==> src/rtl/cmdin_dispatcher_pkg.sv <==
// Shared constants, header field layout, command length rule and FSM states
// for the cmdin queue dispatcher.
package cmdin_dispatcher_pkg;

  localparam logic [7:0] EXEC_TASK_CODE      = 8'h01;
  localparam logic [7:0] SETUP_HW_INST_CODE  = 8'h02;
  localparam logic [7:0] EXEC_PERI_TASK_CODE = 8'h05;

  localparam int ENTRY_VALID_BYTE_OFFSET = 56;
  localparam int CMD_TYPE_L              = 0;
  localparam int CMD_TYPE_H              = 7;
  localparam int NUM_ARGS_OFFSET         = 8;

  localparam logic [7:0] ENTRY_VALID = 8'h80;

  typedef enum logic [2:0] {
    S_SCAN,
    S_HDR_WAIT,
    S_HDR_CHECK,
    S_SEND,
    S_RD_WAIT,
    S_CLEAR
  } state_e;

  function automatic logic cmd_known(input logic [7:0] code);
    return code inside {EXEC_TASK_CODE, SETUP_HW_INST_CODE, EXEC_PERI_TASK_CODE};
  endfunction

  // Length in 64-bit slots; 9-bit arithmetic wraps like the hardware it models.
  function automatic logic [8:0] cmd_length(input logic [7:0] code, input logic [7:0] n_args);
    logic [8:0] two_n;
    two_n = {n_args, 1'b0};
    case (code)
      EXEC_TASK_CODE:      return 9'd3 + two_n;
      SETUP_HW_INST_CODE:  return 9'd2;
      EXEC_PERI_TASK_CODE: return 9'd4 + two_n;
      default:             return 9'd1;
    endcase
  endfunction

endpackage

==> src/rtl/cmdin_dispatcher_if.sv <==
// Memory port and command stream between the dispatcher (master) and the
// cmdin BRAM / accelerator interconnect (slave).
interface cmdin_dispatcher_if;
  logic        mem_en;
  logic [7:0]  mem_wr;
  logic [31:0] mem_addr;
  logic [63:0] mem_din;
  logic [63:0] mem_dout;

  // Stream: a beat transfers on a cycle with cmd_tvalid && cmd_tready; once
  // cmd_tvalid rises, tdata/tdest/tlast hold until that transfer happens.
  logic [63:0] cmd_tdata;
  logic        cmd_tvalid;
  logic        cmd_tready;
  logic [7:0]  cmd_tdest;
  logic        cmd_tlast;

  modport master (
    output mem_en, mem_wr, mem_addr, mem_din,
    input  mem_dout,
    output cmd_tdata, cmd_tvalid, cmd_tdest, cmd_tlast,
    input  cmd_tready
  );

  modport slave (
    input  mem_en, mem_wr, mem_addr, mem_din,
    output mem_dout,
    input  cmd_tdata, cmd_tvalid, cmd_tdest, cmd_tlast,
    output cmd_tready
  );
endinterface

==> src/rtl/cmdin_rr_pointer.sv <==
// Round-robin successor of the current accelerator index, modulo NUM_ACCS.
module cmdin_rr_pointer #(
  parameter int NUM_ACCS = 16,
  parameter int ACC_W    = 4
) (
  input  logic [ACC_W-1:0] rr_i,
  output logic [ACC_W-1:0] rr_nxt_o
);
  assign rr_nxt_o = (rr_i == ACC_W'(NUM_ACCS - 1)) ? '0 : rr_i + ACC_W'(1);
endmodule

==> src/rtl/cmdin_dispatcher.sv <==
// Round-robin consumer of the per-accelerator cmdin queues; streams each valid
// command, then frees its header. CMDIN_DISPATCH_STATS_EN adds per-acc counters.
module cmdin_dispatcher
  import cmdin_dispatcher_pkg::*;
#(
  parameter int NUM_ACCS       = 16,
  parameter int QUEUE_LEN_LOG2 = 6
) (
  input  logic                clk,
  input  logic                rst,
  cmdin_dispatcher_if.master  bus,
  input  logic [NUM_ACCS-1:0] acc_avail,
  output logic                dispatch,
  output logic [7:0]          dispatch_acc,
  output logic                bad_cmd,
  output state_e              dbg_state_o
`ifdef CMDIN_DISPATCH_STATS_EN
  ,
  input  logic [7:0]          stat_acc,
  output logic [31:0]         stat_count
`endif
);

  localparam int ACC_W = (NUM_ACCS > 1) ? $clog2(NUM_ACCS) : 1;
  localparam int QL    = QUEUE_LEN_LOG2;
  typedef logic [QL-1:0] slot_t;

  state_e           state_q, state_d;
  logic [ACC_W-1:0] rr_q, rr_d, rr_nxt;
  slot_t            rd_idx_q [NUM_ACCS];
  slot_t            rd_idx_cur, rd_idx_upd, mem_slot;
  logic             rd_idx_we;
  logic [63:0]      word_q, word_d;
  logic [8:0]       len_q, len_d, w_q, w_d;
  logic [7:0]       hdr_valid, hdr_code, hdr_nargs, rr_id;
  logic             last_beat;

  cmdin_rr_pointer #(.NUM_ACCS(NUM_ACCS), .ACC_W(ACC_W)) u_rr (
    .rr_i     (rr_q),
    .rr_nxt_o (rr_nxt)
  );

  assign rr_id       = 8'(rr_q);
  assign rd_idx_cur  = rd_idx_q[rr_q];
  assign hdr_valid   = bus.mem_dout[ENTRY_VALID_BYTE_OFFSET +: 8];
  assign hdr_code    = bus.mem_dout[CMD_TYPE_H:CMD_TYPE_L];
  assign hdr_nargs   = bus.mem_dout[NUM_ARGS_OFFSET +: 8];
  assign last_beat   = (w_q == len_q - 9'd1);
  assign dbg_state_o = state_q;

  always_comb begin
    state_d        = state_q;
    rr_d           = rr_q;
    word_d         = word_q;
    len_d          = len_q;
    w_d            = w_q;
    rd_idx_we      = 1'b0;
    rd_idx_upd     = rd_idx_cur;
    mem_slot       = rd_idx_cur;
    bus.mem_en     = 1'b0;
    bus.mem_wr     = 8'h00;
    bus.mem_addr   = '0;
    bus.mem_din    = '0;
    bus.cmd_tvalid = 1'b0;
    bus.cmd_tdata  = '0;
    bus.cmd_tdest  = '0;
    bus.cmd_tlast  = 1'b0;
    dispatch       = 1'b0;
    dispatch_acc   = '0;
    bad_cmd        = 1'b0;

    // Outputs stay quiet while reset is held, whatever state is still registered.
    if (!rst) begin
      case (state_q)
        S_SCAN: begin
          if (acc_avail[rr_q]) begin
            bus.mem_en = 1'b1;
            state_d    = S_HDR_WAIT;
          end else begin
            rr_d = rr_nxt;
          end
        end
        S_HDR_WAIT: state_d = S_HDR_CHECK;
        S_HDR_CHECK: begin
          if (hdr_valid != ENTRY_VALID) begin
            rr_d    = rr_nxt;
            state_d = S_SCAN;
          end else if (!cmd_known(hdr_code)) begin
            bad_cmd = 1'b1;
            len_d   = 9'd1;
            state_d = S_CLEAR;
          end else begin
            word_d  = bus.mem_dout;
            len_d   = cmd_length(hdr_code, hdr_nargs);
            w_d     = '0;
            state_d = S_SEND;
          end
        end
        S_SEND: begin
          bus.cmd_tvalid = 1'b1;
          bus.cmd_tdata  = word_q;
          bus.cmd_tdest  = rr_id;
          bus.cmd_tlast  = last_beat;
          if (bus.cmd_tready) begin
            if (last_beat) begin
              state_d = S_CLEAR;
            end else begin
              bus.mem_en = 1'b1;
              mem_slot   = rd_idx_cur + slot_t'(w_q) + slot_t'(1);
              state_d    = S_RD_WAIT;
            end
          end
        end
        S_RD_WAIT: begin
          word_d  = bus.mem_dout;
          w_d     = w_q + 9'd1;
          state_d = S_SEND;
        end
        S_CLEAR: begin
          // Byte 7 only: zeroes the valid byte, leaves the rest of the header.
          bus.mem_en   = 1'b1;
          bus.mem_wr   = 8'h80;
          rd_idx_we    = 1'b1;
          rd_idx_upd   = rd_idx_cur + slot_t'(len_q);
          dispatch     = 1'b1;
          dispatch_acc = rr_id;
          rr_d         = rr_nxt;
          state_d      = S_SCAN;
        end
        default: state_d = S_SCAN;
      endcase
      if (bus.mem_en)
        bus.mem_addr = 32'({rr_id, mem_slot, 3'b000});
    end
  end

  always_ff @(posedge clk) begin
    if (rst) begin
      state_q <= S_SCAN;
      rr_q    <= '0;
      word_q  <= '0;
      len_q   <= '0;
      w_q     <= '0;
      for (int a = 0; a < NUM_ACCS; a++) rd_idx_q[a] <= '0;
    end else begin
      state_q <= state_d;
      rr_q    <= rr_d;
      word_q  <= word_d;
      len_q   <= len_d;
      w_q     <= w_d;
      if (rd_idx_we) rd_idx_q[rr_q] <= rd_idx_upd;
    end
  end

`ifdef CMDIN_DISPATCH_STATS_EN
  logic [31:0] stat_cnt_q [NUM_ACCS];

  always_ff @(posedge clk) begin
    if (rst) begin
      for (int a = 0; a < NUM_ACCS; a++) stat_cnt_q[a] <= '0;
    end else if (dispatch) begin
      stat_cnt_q[rr_q] <= stat_cnt_q[rr_q] + 32'd1;
    end
  end

  assign stat_count = ({1'b0, stat_acc} < 9'(NUM_ACCS)) ? stat_cnt_q[stat_acc[ACC_W-1:0]] : '0;
`endif

endmodule
==> src/flat_wrapper.sv <==
// flat-port wrapper written by rule: the top's interface ports become plain ports
module cmdin_dispatcher_flat import cmdin_dispatcher_pkg::*;
#(
  parameter int NUM_ACCS       = 16,
  parameter int QUEUE_LEN_LOG2 = 6
)
  (clk, rst, acc_avail, dispatch, dispatch_acc, bad_cmd, dbg_state_o, bus_mem_en, bus_mem_wr, bus_mem_addr, bus_mem_din, bus_mem_dout, bus_cmd_tdata, bus_cmd_tvalid, bus_cmd_tdest, bus_cmd_tlast, bus_cmd_tready);
  cmdin_dispatcher_if bus_i ();
  input  logic clk;
  input  logic rst;
  input  logic [NUM_ACCS-1:0] acc_avail;
  output logic dispatch;
  output logic [7:0] dispatch_acc;
  output logic bad_cmd;
  output state_e dbg_state_o;
  output wire logic [$bits(bus_i.mem_en)-1:0] bus_mem_en;
  output wire logic [$bits(bus_i.mem_wr)-1:0] bus_mem_wr;
  output wire logic [$bits(bus_i.mem_addr)-1:0] bus_mem_addr;
  output wire logic [$bits(bus_i.mem_din)-1:0] bus_mem_din;
  input wire logic [$bits(bus_i.mem_dout)-1:0] bus_mem_dout;
  output wire logic [$bits(bus_i.cmd_tdata)-1:0] bus_cmd_tdata;
  output wire logic [$bits(bus_i.cmd_tvalid)-1:0] bus_cmd_tvalid;
  output wire logic [$bits(bus_i.cmd_tdest)-1:0] bus_cmd_tdest;
  output wire logic [$bits(bus_i.cmd_tlast)-1:0] bus_cmd_tlast;
  input wire logic [$bits(bus_i.cmd_tready)-1:0] bus_cmd_tready;
  assign bus_mem_en = bus_i.mem_en;
  assign bus_mem_wr = bus_i.mem_wr;
  assign bus_mem_addr = bus_i.mem_addr;
  assign bus_mem_din = bus_i.mem_din;
  assign bus_i.mem_dout = bus_mem_dout;
  assign bus_cmd_tdata = bus_i.cmd_tdata;
  assign bus_cmd_tvalid = bus_i.cmd_tvalid;
  assign bus_cmd_tdest = bus_i.cmd_tdest;
  assign bus_cmd_tlast = bus_i.cmd_tlast;
  assign bus_i.cmd_tready = bus_cmd_tready;
  cmdin_dispatcher #(.NUM_ACCS(NUM_ACCS), .QUEUE_LEN_LOG2(QUEUE_LEN_LOG2)) u_core (.clk(clk), .rst(rst), .bus(bus_i), .acc_avail(acc_avail), .dispatch(dispatch), .dispatch_acc(dispatch_acc), .bad_cmd(bad_cmd), .dbg_state_o(dbg_state_o));
endmodule
==> config.mk <==
export PLATFORM = sky130hd
export DESIGN_NAME = cmdin_dispatcher_flat
export DESIGN_NICKNAME = d
export VERILOG_FILES = /design/src/rtl/cmdin_dispatcher_pkg.sv /design/src/rtl/cmdin_dispatcher_if.sv /design/src/rtl/cmdin_rr_pointer.sv /design/src/rtl/cmdin_dispatcher.sv /design/src/flat_wrapper.sv
export SDC_FILE = /design/constraint.sdc
export NUM_CORES = 1
export LEC_CHECK = 0
export ABC_AREA = 0
export CORE_MARGIN = 3
export CORE_UTILIZATION = 46
export CTS_CLUSTER_DIAMETER = 30
export DETAILED_ROUTE_END_ITERATION = 6
export PLACE_DENSITY = 0.87
export SLEW_MARGIN = 10
export SYNTH_ARGS = -nofsm -noshare
export SYNTH_HDL_FRONTEND = slang
export SYNTH_SLANG_ARGS = --single-unit
==> constraint.sdc <==
create_clock -name clk -period 6.07 [get_ports clk]
set_input_delay 0.9105 -clock clk [delete_from_list [all_inputs] [get_ports clk]]
set_output_delay 0.9105 -clock clk [all_outputs]
set_load 0.01 [all_outputs]
# Word level (Yosys, flattened, before mapping)
# Memories as Yosys holds them, arrays and structs flattened. A register that Yosys moved wholly into a read port is not among the register bits.
# Cells that the tools add are included.
[totals] ff_bits=89 ramBits=96 inputBits=83 out_inout_bits=192 wordCells=103 n_memories=1
[mem_list] memory="u_core.rd_idx_q" words=16 width=6 read_ports=1 rd_ports_with_merged_regs=1 write_ports=16 line_no="cmdin_dispatcher.sv:30" source="slot_t rd_idx_q [NUM_ACCS];"
[classes] n_addsub=8 n_lt_le_gt_ge=1 eq_ne=17 mux=61 bitwise=1 reduce_logical=9
[op_table] cell="64-bit two-way mux" count=4
[op_table] cell="64-bit one-hot mux with 2 select lines" count=1
[op_table] cell="6-bit two-way mux" count=6
[op_table] cell="32-bit two-way mux" count=1
[op_table] cell="4-bit two-way mux" count=8
[op_table] cell="8-bit two-way mux" count=4
[op_table] cell="9-bit two-way mux" count=3
[op_table] cell="9-bit one-hot mux with 3 select lines" count=1
[op_table] cell="1-bit two-way mux" count=23
[op_table] cell="9-bit one-hot mux with 2 select lines" count=1
[op_table] cell="3-bit one-hot mux with 5 select lines" count=1
[op_table] cell="13-bit two-way mux" count=1
[op_table] cell="6-bit adder" count=2
[op_table] cell="3-bit two-way mux" count=4
[op_table] cell="4-bit one-hot mux with 3 select lines" count=1
[op_table] cell="2-bit by 9-bit adder with 9-bit output, first input constant" count=1
[op_table] cell="3-bit by 9-bit adder with 9-bit output, first input constant" count=1
[op_table] cell="9-bit by 1-bit adder with 9-bit output, second input constant" count=1
[op_table] cell="9-bit == test" count=1
[op_table] cell="9-bit by 1-bit subtractor with 9-bit output, second input constant" count=1
[op_table] cell="8-bit by 1-bit == test with 1-bit output, second input constant" count=1
[op_table] cell="8-bit by 2-bit == test with 1-bit output, second input constant" count=1
[op_table] cell="8-bit by 3-bit == test with 1-bit output, second input constant" count=1
[op_table] cell="8-bit inequality test, second input constant" count=1
[op_table] cell="18 further kinds" count=27

# Depth between registers and ports, before layout
# Gate-level depths: netlist of run 1.
[depth] depth_word=8 mapped_depth=18 depth_no_buf=15

# Cells and area by module
# From an unflattened synthesis of run 1, not the netlist that was laid out.
[hier_totals] cells_unflattened=1053 hier_area_um2=10139.7
[modules_own_cells] module="cmdin_dispatcher" n_inst=1 cells_per_inst=1045 area_each_um2=10075.9 seq_area_each_um2=4744.6
[modules_own_cells] module="cmdin_rr_pointer" n_inst=1 cells_per_inst=8 area_each_um2=63.8 seq_area_each_um2=0.0

# Worst setup path after synthesis of run 1
# Ideal clock, no wire load.
[synth_timing] kind="reg2out" startpoint="reg with a tool-made name" endpoint="out bus_mem_addr[8]" arrival_time_ps=3430 t_required_ps=5159 setup_slack_ps=1729 path_stages_with_launch=12 n_path_buf=2 path_cell_list="dfxtp_1 > clkbuf_1 > buf_2 > mux4_2 > mux4_2 > ha_1 > o21a_1 > o31a_1 > o21a_1 > nor2_1 > xnor2_1 > o311ai_0"
[synth_lines] element="end: declaration" line_no="flat_wrapper.sv:18" source="output wire logic [$bits(bus_i.mem_addr)-1:0] bus_mem_addr;"

==> summary by stage, run 1 <==
Run status
The run finished with clean final reports.

Pwr
The worst-case IR drop observed on VDD is 256 µV. The power per cell area is ~280 mW/mm². In this run the static leakage power is roughly 4.5 nW.

Cells and area
From synthesis to final layout, the design area changed by 20.8%. The number of antenna diodes in the final layout is 0. The library cells used most frequently in the layout, excluding fill and tap cells, are clkdlybuf4s50_1, nand2_1, nor2_1.

Leaving out fill and tap cells, the most frequent cell in the layout is clkdlybuf4s50_1. Of the cells placed in the final design, the portion with a size suffix greater than 1 is 0.0741. The count of cells in the finished layout, fillers not included, comes to roughly 1500. After filler insertion, the fill cell instance count of the layout stands at 1740. For this run, the post-layout net count is approximately 1300.

Route
The total vias in the final route is between 7000 and 8000. The average wire per standard cell is 17.7 µm. After detailed routing, the number of remaining DRC violations is 0.

The number of nets with antenna violations after detailed routing is 0. The routed design has about 26000 µm of wire. The violation count after the first detailed-routing iteration is ~720.

The detailed-router iteration count before antenna repair is 5. Using the TritonRoute via totals, the vias-per-cell ratio works out to roughly 5.3.

Placed design
Routability-driven placement finished with a final weighted congestion of a little over 0.9. The estimated wirelength of the detail-placed design is 19100 µm. The number of buffers inserted by port buffering is about 170. The worst setup slack after placement is around 1.2 ns. After detailed placement, the design holds a cell count of roughly 1500.

Timing
The number of hold violations in the final report is 0. Setup slack closes at ~0.78 ns. The final critical-path required period is between 5 and 6 ns. Of the available clock period, the critical path in the final layout requires 0.871. Setup repair after global routing left no endpoint under its margin. The max-slew violation count is 0. The setup skew after layout is 0.0134 ns. Headroom to the max-slew limit came out at 0.269. At the pin with the least slew margin, the transition time is approximately 1.1 ns. For the final routed database, the setup TNS stands at 0 ns. The final setup violation count is 0. Timing would allow up to about 190 MHz.

Hold path
The terminating pin of the worst hold path is u_core.word_q[5]. The worst hold path class is reg2reg. The critical hold path startpoint is u_core.word_q[5]. The cell depth of the worst hold path is 2.

Worst setup path
The critical path crosses 14 cells after its start point. The reg-to-reg critical path endpoint is u_core.rd_idx_q[11][5]. The signal on the critical path passes through buf_4 > mux4_2 > nor2b_1 > a211oi_1 > a31oi_1 > ha_1 > nor2b_1 > o31a_1 > o21a_1 > nor2_1 > xnor2_1 > nand3_1 > o311ai_0 > clkdlybuf4s50_1.

The maximum fanout along the worst path is 24. At the worst endpoint, the required time is between 5 and 6 ns. The maximum cell stage delay along the critical path is 0.60 ns. In this design, the largest share of critical-path delay is due to compound AO/OA/AOI/OAI gates. The critical path class is reg2out.

The depth of the worst register-to-register path is 13. The arrival time of the worst setup path is about 4.4 ns. Among the stages of the critical path, the cell type that occurs most often is nor2b_1. The worst setup path is captured at an output port. On the critical path, the stage with the largest delay is an instance of clkdlybuf4s50_1.

The worst setup slack for register-to-register paths is between 1.5 and 2 ns. The worst path buffer plus inverter count is 2. The kind of start point of the critical path is a flop.

CTS
Clock tree synthesis found a total of roughly 190 sinks. Clock-pin slew was measured on the worst setup and hold paths at 0.07 ns. The post-CTS setup repair buffer count is 0.

For the worst-skew pair, the clock arrives at the later sink with an insertion delay of ~0.43 ns. The H-tree was split into 4 levels. TritonCTS built the clock tree. The total of hold buffers inserted after clock tree synthesis is 0. The clock root buffer master is clkbuf_16. The number of gates resized after CTS is 0. The number of buffers between clock root and the deepest sink is 2. Clock tree synthesis inserted a total of 17 buffers.

Die
The floorplan row count is 53. The total core area is 0.0213 mm². The die height is roughly 150 µm. For this configuration, the core starts out at a cell density of 0.475.

The top-level I/O count is approximately 280. The die width is between 150 and 200 µm. The area of the die is between 0.02 and 0.025 mm².

Global routing
The initial antenna violation count is 0. The busiest metal layer after global routing is met2. The global-route usage over all layers is 0.217. The maximum number of pins on one net before global-route repair is 82.

For this run, global-route usage on met1 was measured as 0.275. Global routing finished with a remaining overflow of 0. The first global-routing pass estimated just over 40000 µm of wire.

The via count of the first global-routing pass is roughly 7600. The global routing usage on met2 is 0.362. The routing usage on met3 is 0.0537.

Run
The number of max-cap violations is 0.

Synthesis
The count of cell types in the netlist is a little under 60. Dividing the synthesized area by the synthesized cell count gives 9.51 µm². Of the total synthesized cell area, the portion taken by XOR and XNOR cells is 0.0286. The most used flip-flop cell after synthesis is edfxtp_1. The compound-cell area share of the yosys netlist came to 0.0783. The share of async-settable or async-resettable flops after synthesis is 0.

The combinational family with the most area after synthesis is simple AND/OR/NAND/NOR gates. Of the total synthesized cell area, the portion taken by AND, OR, NAND and NOR gates is 0.210. Of the synthesized area, sequential elements account for 0.469. In this run, synthesis inferred between 90 and 100 flip-flops with an integrated enable.

After technology mapping, the gate count stands at 1063. Yosys printed 0 warnings. The adder-cell share of the synthesized area is 0.0262. The flop and latch count out of synthesis is between 150 and 200. The mux contribution to synthesized area is 0.0803. The post-synthesis instance area is between 0.01 and 0.015 mm².
-- logic make-up (layout without fill, tap and decap cells) --
| group | after synthesis | after routing |
|---|---|---|
| compound gates | 133 | 133 |
| xor+xnor | 33 | 33 |
| fa+ha+maj | 20 | 20 |
| buf+inv | 181 | 232 |
| flops | 189 | 189 |
| mux | 42 | 42 |
| other cells | 1 | 101 |
| simple gates | 464 | 464 |
-- worst max path at each step --
stage	endpoint	slack (ns)
floorplan	bus_mem_addr[8]	1.73
finish	bus_mem_addr[8]	0.78
global route	bus_mem_addr[8]	0.39
global placement	bus_mem_addr[8]	1.38
CTS	bus_mem_addr[8]	0.75
detailed placement	bus_mem_addr[8]	1.22
-- metrics by stage --
stage	hold WS [ns]	area [µm²]	utilization	total power, W
after floorplan	0.427	10500	-	0.00210
after global placement	0.433	11600	0.546	0.00234
after detailed placement	0.439	11600	0.546	0.00237
after CTS	0.449	12200	0.574	0.00345
after global routing	0.460	12200	0.574	0.00359
final	0.447	12200	0.574	0.00344
-- metal layers --
layer | share of wire | vias up
li1 | - | 3664
met1 | 0.38 | 3747
met2 | 0.49 | 436
met3 | 0.10 | 61
met4 | 0.029 | 0
met5 | 0 | -
-- registers in the layout, summed over array words and instances (netlist names), named ones only --
name and flops:
u_core.w_q 9, u_core.rd_idx_q 96, u_core.len_q 9, u_core.rr_q 4, u_core.dbg_state_o 3, u_core.word_q 64
-- worst register-to-register path: stages (launching register included) --
cell and delay, ns:
dfxtp_1 0.31, buf_4 0.39, mux4_2 0.58, nor2b_1 0.14
a211oi_1 0.32, a31oi_1 0.19, ha_1 0.38, a21o_1 0.18
a21oi_1 0.22, o21bai_1 0.09, a21oi_1 0.19, mux2i_1 0.14
xnor2_2 0.85, nor2_1 0.11
-- cell usage after synthesis, types with 15 or more instances --
library cell    n  area share
buf_4         104       0.077
clkbuf_1       49       0.018
dfxtp_1        93        0.18
mux4_2         31       0.069
nand2b_1       23       0.014
xnor2_1        15       0.013
inv_1          17      0.0063
edfxtp_1       96        0.29
ha_1           18       0.022
and2_1         73       0.045
a21oi_1        88       0.044
xor2_1         18       0.016
nand2_1       162       0.060
nor2_1        151       0.056
-- report_power, final --
group	total, W	switching (W)	internal [W]
sequential	0.00146	0.0000749	0.00139
combinational	0.000890	0.000515	0.000375
clock	0.00109	0.000515	0.000576
total	0.00344	0.00111	0.00234
-- cell type report --
type                       count  area [µm²]  share of cell area
multi-input combinational    793        4680               0.383
sequential                   189        4740               0.388
inverter                      18        67.6             0.00553
clock inverter                13         118             0.00963
tap                          275         344              0.0282
timing repair buffer         182        1790               0.147
clock buffer                  19         464              0.0380
(Power assumes the default switching activity.)
==> inputs of run 2 (changes only) <==
--- a/config.mk
+++ b/config.mk
@@ -7,10 +7,11 @@
 export LEC_CHECK = 0
 export ABC_AREA = 0
 export CORE_MARGIN = 3
-export CORE_UTILIZATION = 46
+export CORE_UTILIZATION = 50
 export CTS_CLUSTER_DIAMETER = 30
 export DETAILED_ROUTE_END_ITERATION = 6
-export PLACE_DENSITY = 0.87
+export PLACE_DENSITY = 0.92
+export SETUP_SLACK_MARGIN = 0.02
 export SLEW_MARGIN = 10
 export SYNTH_ARGS = -nofsm -noshare
 export SYNTH_HDL_FRONTEND = slang
==> run 2 against run 1 <==
  * Setup slack gained 0.094 ns
  * Non-clock buffer count shrank 3
  * Register-to-register slack lost 0.03 ns
  * Clock skew shrank 0.0036 ns
==> summary by stage, run 2 (synthesis gave the netlist of run 1 again) <==
Timing
Setup repair after global routing left no endpoint under its margin. The number of hold violations in the final report is 0. Across the routed clock network, the largest skew measured is approximately 0.0098 ns. The max-slew violation count is 0. Of the available clock period, the critical path in the final layout requires 0.856. The final setup slack of the worst path is between 0.8 and 0.9 ns. Derived from the worst setup path, the maximum achievable clock frequency is roughly 190 MHz.

The worst pin sits at a relative slew slack of 0.281. The transition time at the pin with the least slew margin is approximately 1.1 ns. After routing, the total negative slack on setup checks comes to 0 ns. The routed design could run at a clock period as short as slightly above 5 ns. The final setup violation count is 0.

Pwr
Of the total power, combinational logic draws 0.255. The power spent charging and discharging nets is about 0.0011 W. VDD sags by at most 244 µV. Of the total power, the share spent switching nets is 0.313. The power per cell area is between 200 and 300 mW/mm². The sequential share of power is 0.422.

The clock network power share is 0.323. The internal power of the cells totals about 0.0024 W. For this design the static power due to leakage is around 4.5 nW.

Route
The vias per cell is ~5.5. For this block, the routed nets add up to 27000 µm of wire. After detailed routing, the average wire length per cell comes to between 15 and 20 µm.

The detailed router finished its first iteration with between 600 and 700 violations. Before antenna repair, the detailed router went through 6 iterations. In the routed design, unresolved DRC markers number 0. The total vias in the final route is 8086. The number of nets with antenna violations after detailed routing is 0.

Die
After floorplanning, the core was divided into ~50 placement rows. The total core area is around 0.02 mm². The die is 148 µm tall. The top-level I/O count is 275. The die width is between 100 and 150 µm.

The initial core utilization is 0.514. The area of the die is roughly 0.022 mm².

Cells and area
The flip-flop count of the largest register, all copies and words added is between 90 and 100. The post-synthesis to final-layout area growth is 20.6%. The fraction of final layout cells sized beyond drive strength 1 is 0.0735.

The library cell used most frequently in the layout, excluding fill and tap cells, is clkdlybuf4s50_1. The number of diodes added for antenna fixing is 0. In the final layout, the registers with the most flip-flops are u_core.rd_idx_q: 96 flops, u_core.word_q: 64 flops. The final layout contains 1301 nets. The layout has roughly 1500 filler cells. Ranked by flip-flop count, first place goes to u_core.rd_idx_q.

In the layout the commonest cells are clkdlybuf4s50_1, nand2_1, nor2_1.

Run status
The run finished with clean final reports.

Worst setup path
For the worst setup path, the data required time is approximately 5.2 ns. The largest single stage delay on the critical path is 0.94 ns. The cell family with the largest share of critical-path delay is compound AO/OA/AOI/OAI gates. The critical path goes through mux4_2 > nand2_1 > a31oi_1 > ha_1 > nor2b_1 > o31a_1 > o21a_1 > nor2_1 > xnor2_1 > nand3_1 > o311ai_0 > clkdlybuf4s50_1. In this run the worst path has a maximum fanout of 21. The nature of the critical path endpoint is an output port.

The critical path class is reg2out. The worst setup slack for register-to-register paths is 1.66 ns. The worst path buffer plus inverter count is 1.

Data arrives at the worst endpoint at 4.28 ns. STA classifies the critical path startpoint as a flop. The slowest stage of the critical path is the dfxtp_1 cell.

Placed design
The number of buffers inserted by port buffering is around 170. After legalization and detailed placement, the total HPWL measured between 15000 and 20000 µm. The congestion estimate from routability-driven global placement came to 0.942. Timing analysis after detailed placement gives a worst setup slack of between 1 and 1.5 ns.

CTS
The clock net sink count is between 150 and 200. The TritonCTS clock tree is yes. Once the clock tree was built, the setup fixing pass inserted 0 buffers. The H-tree generated during clock tree synthesis spans 4 levels. TritonCTS created 17 clock buffers. The total of hold buffers inserted after clock tree synthesis is 0. After clock tree synthesis, the clock-pin slew on the worst setup and hold paths is around 0.070 ns. In this run the clock root is driven by a clkbuf_16. Post-CTS repair changed the size of 0 cells. In this run the deepest clock path goes through 2 buffers. The clock network latency to the later pin of the worst-skew pair is approximately 0.44 ns.

Global routing
For this run, the total global-route usage over all layers was measured as 0.242. The maximum number of pins on one net before global-route repair is 67. After global routing the overflow that remains totals 0. The first global-routing pass estimated approximately 41000 µm of wire. The initial antenna violation count is 0.

The via count of the first global-routing pass is approximately 7700.

Hold path
The worst hold path class is reg2reg.

Run
The tool flagged a number of max-cap violations equal to 0.
[run 2: through the flow]
step                utilization  hold slack [ns]  instance area (µm²)  instances  power (W)
floorplan                     -            0.427                10500       1163    0.00210
global placement          0.590            0.433                11600       1444    0.00233
detailed placement        0.590            0.440                11600       1444    0.00237
CTS                       0.621            0.449                12200       1476    0.00347
global route              0.621            0.459                12200       1476    0.00359
finish                    0.621            0.447                12200       1476    0.00347
[run 2: cell type report]
cell class / count / area (µm²) / area share
multi-input cells: 793 / 4690 / 0.385
well taps: 265 / 332 / 0.0272
repair buffers: 179 / 1770 / 0.145
inverters: 18 / 67.6 / 0.00554
clock inverters: 12 / 121 / 0.00995
flip-flops and latches: 189 / 4740 / 0.389
clock buffers: 20 / 469 / 0.0385
[run 2: tightest hold or removal path, delay by kind of cell, from the launching register on]
family / cells / cell delay [ns]
DFF: 1 / 0.31
and+or+nand+nor: 1 / 0.05
AOI/OAI and AO/OA: 1 / 0.05
[run 2: power by group through the flow]
stage / registers [W] / clock network [W] / logic (W)
floorplan: 0.00144 / 0 / 0.000660
global placement: 0.00149 / 0 / 0.000845
detailed placement: 0.00149 / 0 / 0.000876
CTS: 0.00146 / 0.00113 / 0.000880
global route: 0.00147 / 0.00117 / 0.000952
finish: 0.00146 / 0.00112 / 0.000886
[run 2: final timing paths]
kind,startpoint,to,cells past startpoint
hold / removal,u_core.word_q[53],u_core.word_q[53],2
setup reg to reg,flop,u_core.rd_idx_q[2][4],15
hold reg to reg,u_core.word_q[53],u_core.word_q[53],2
setup / recovery,flop,bus_mem_addr[8],12
[run 2: metal layers]
layer | wire length, µm | GRT usage | up-vias
met5 | 0 | 0 | -
met4 | 1040 | 0.109 | 0
met3 | 2520 | 0.0667 | 92
met2 | 13700 | 0.412 | 481
met1 | 9740 | 0.288 | 3853
li1 | - | - | 3660
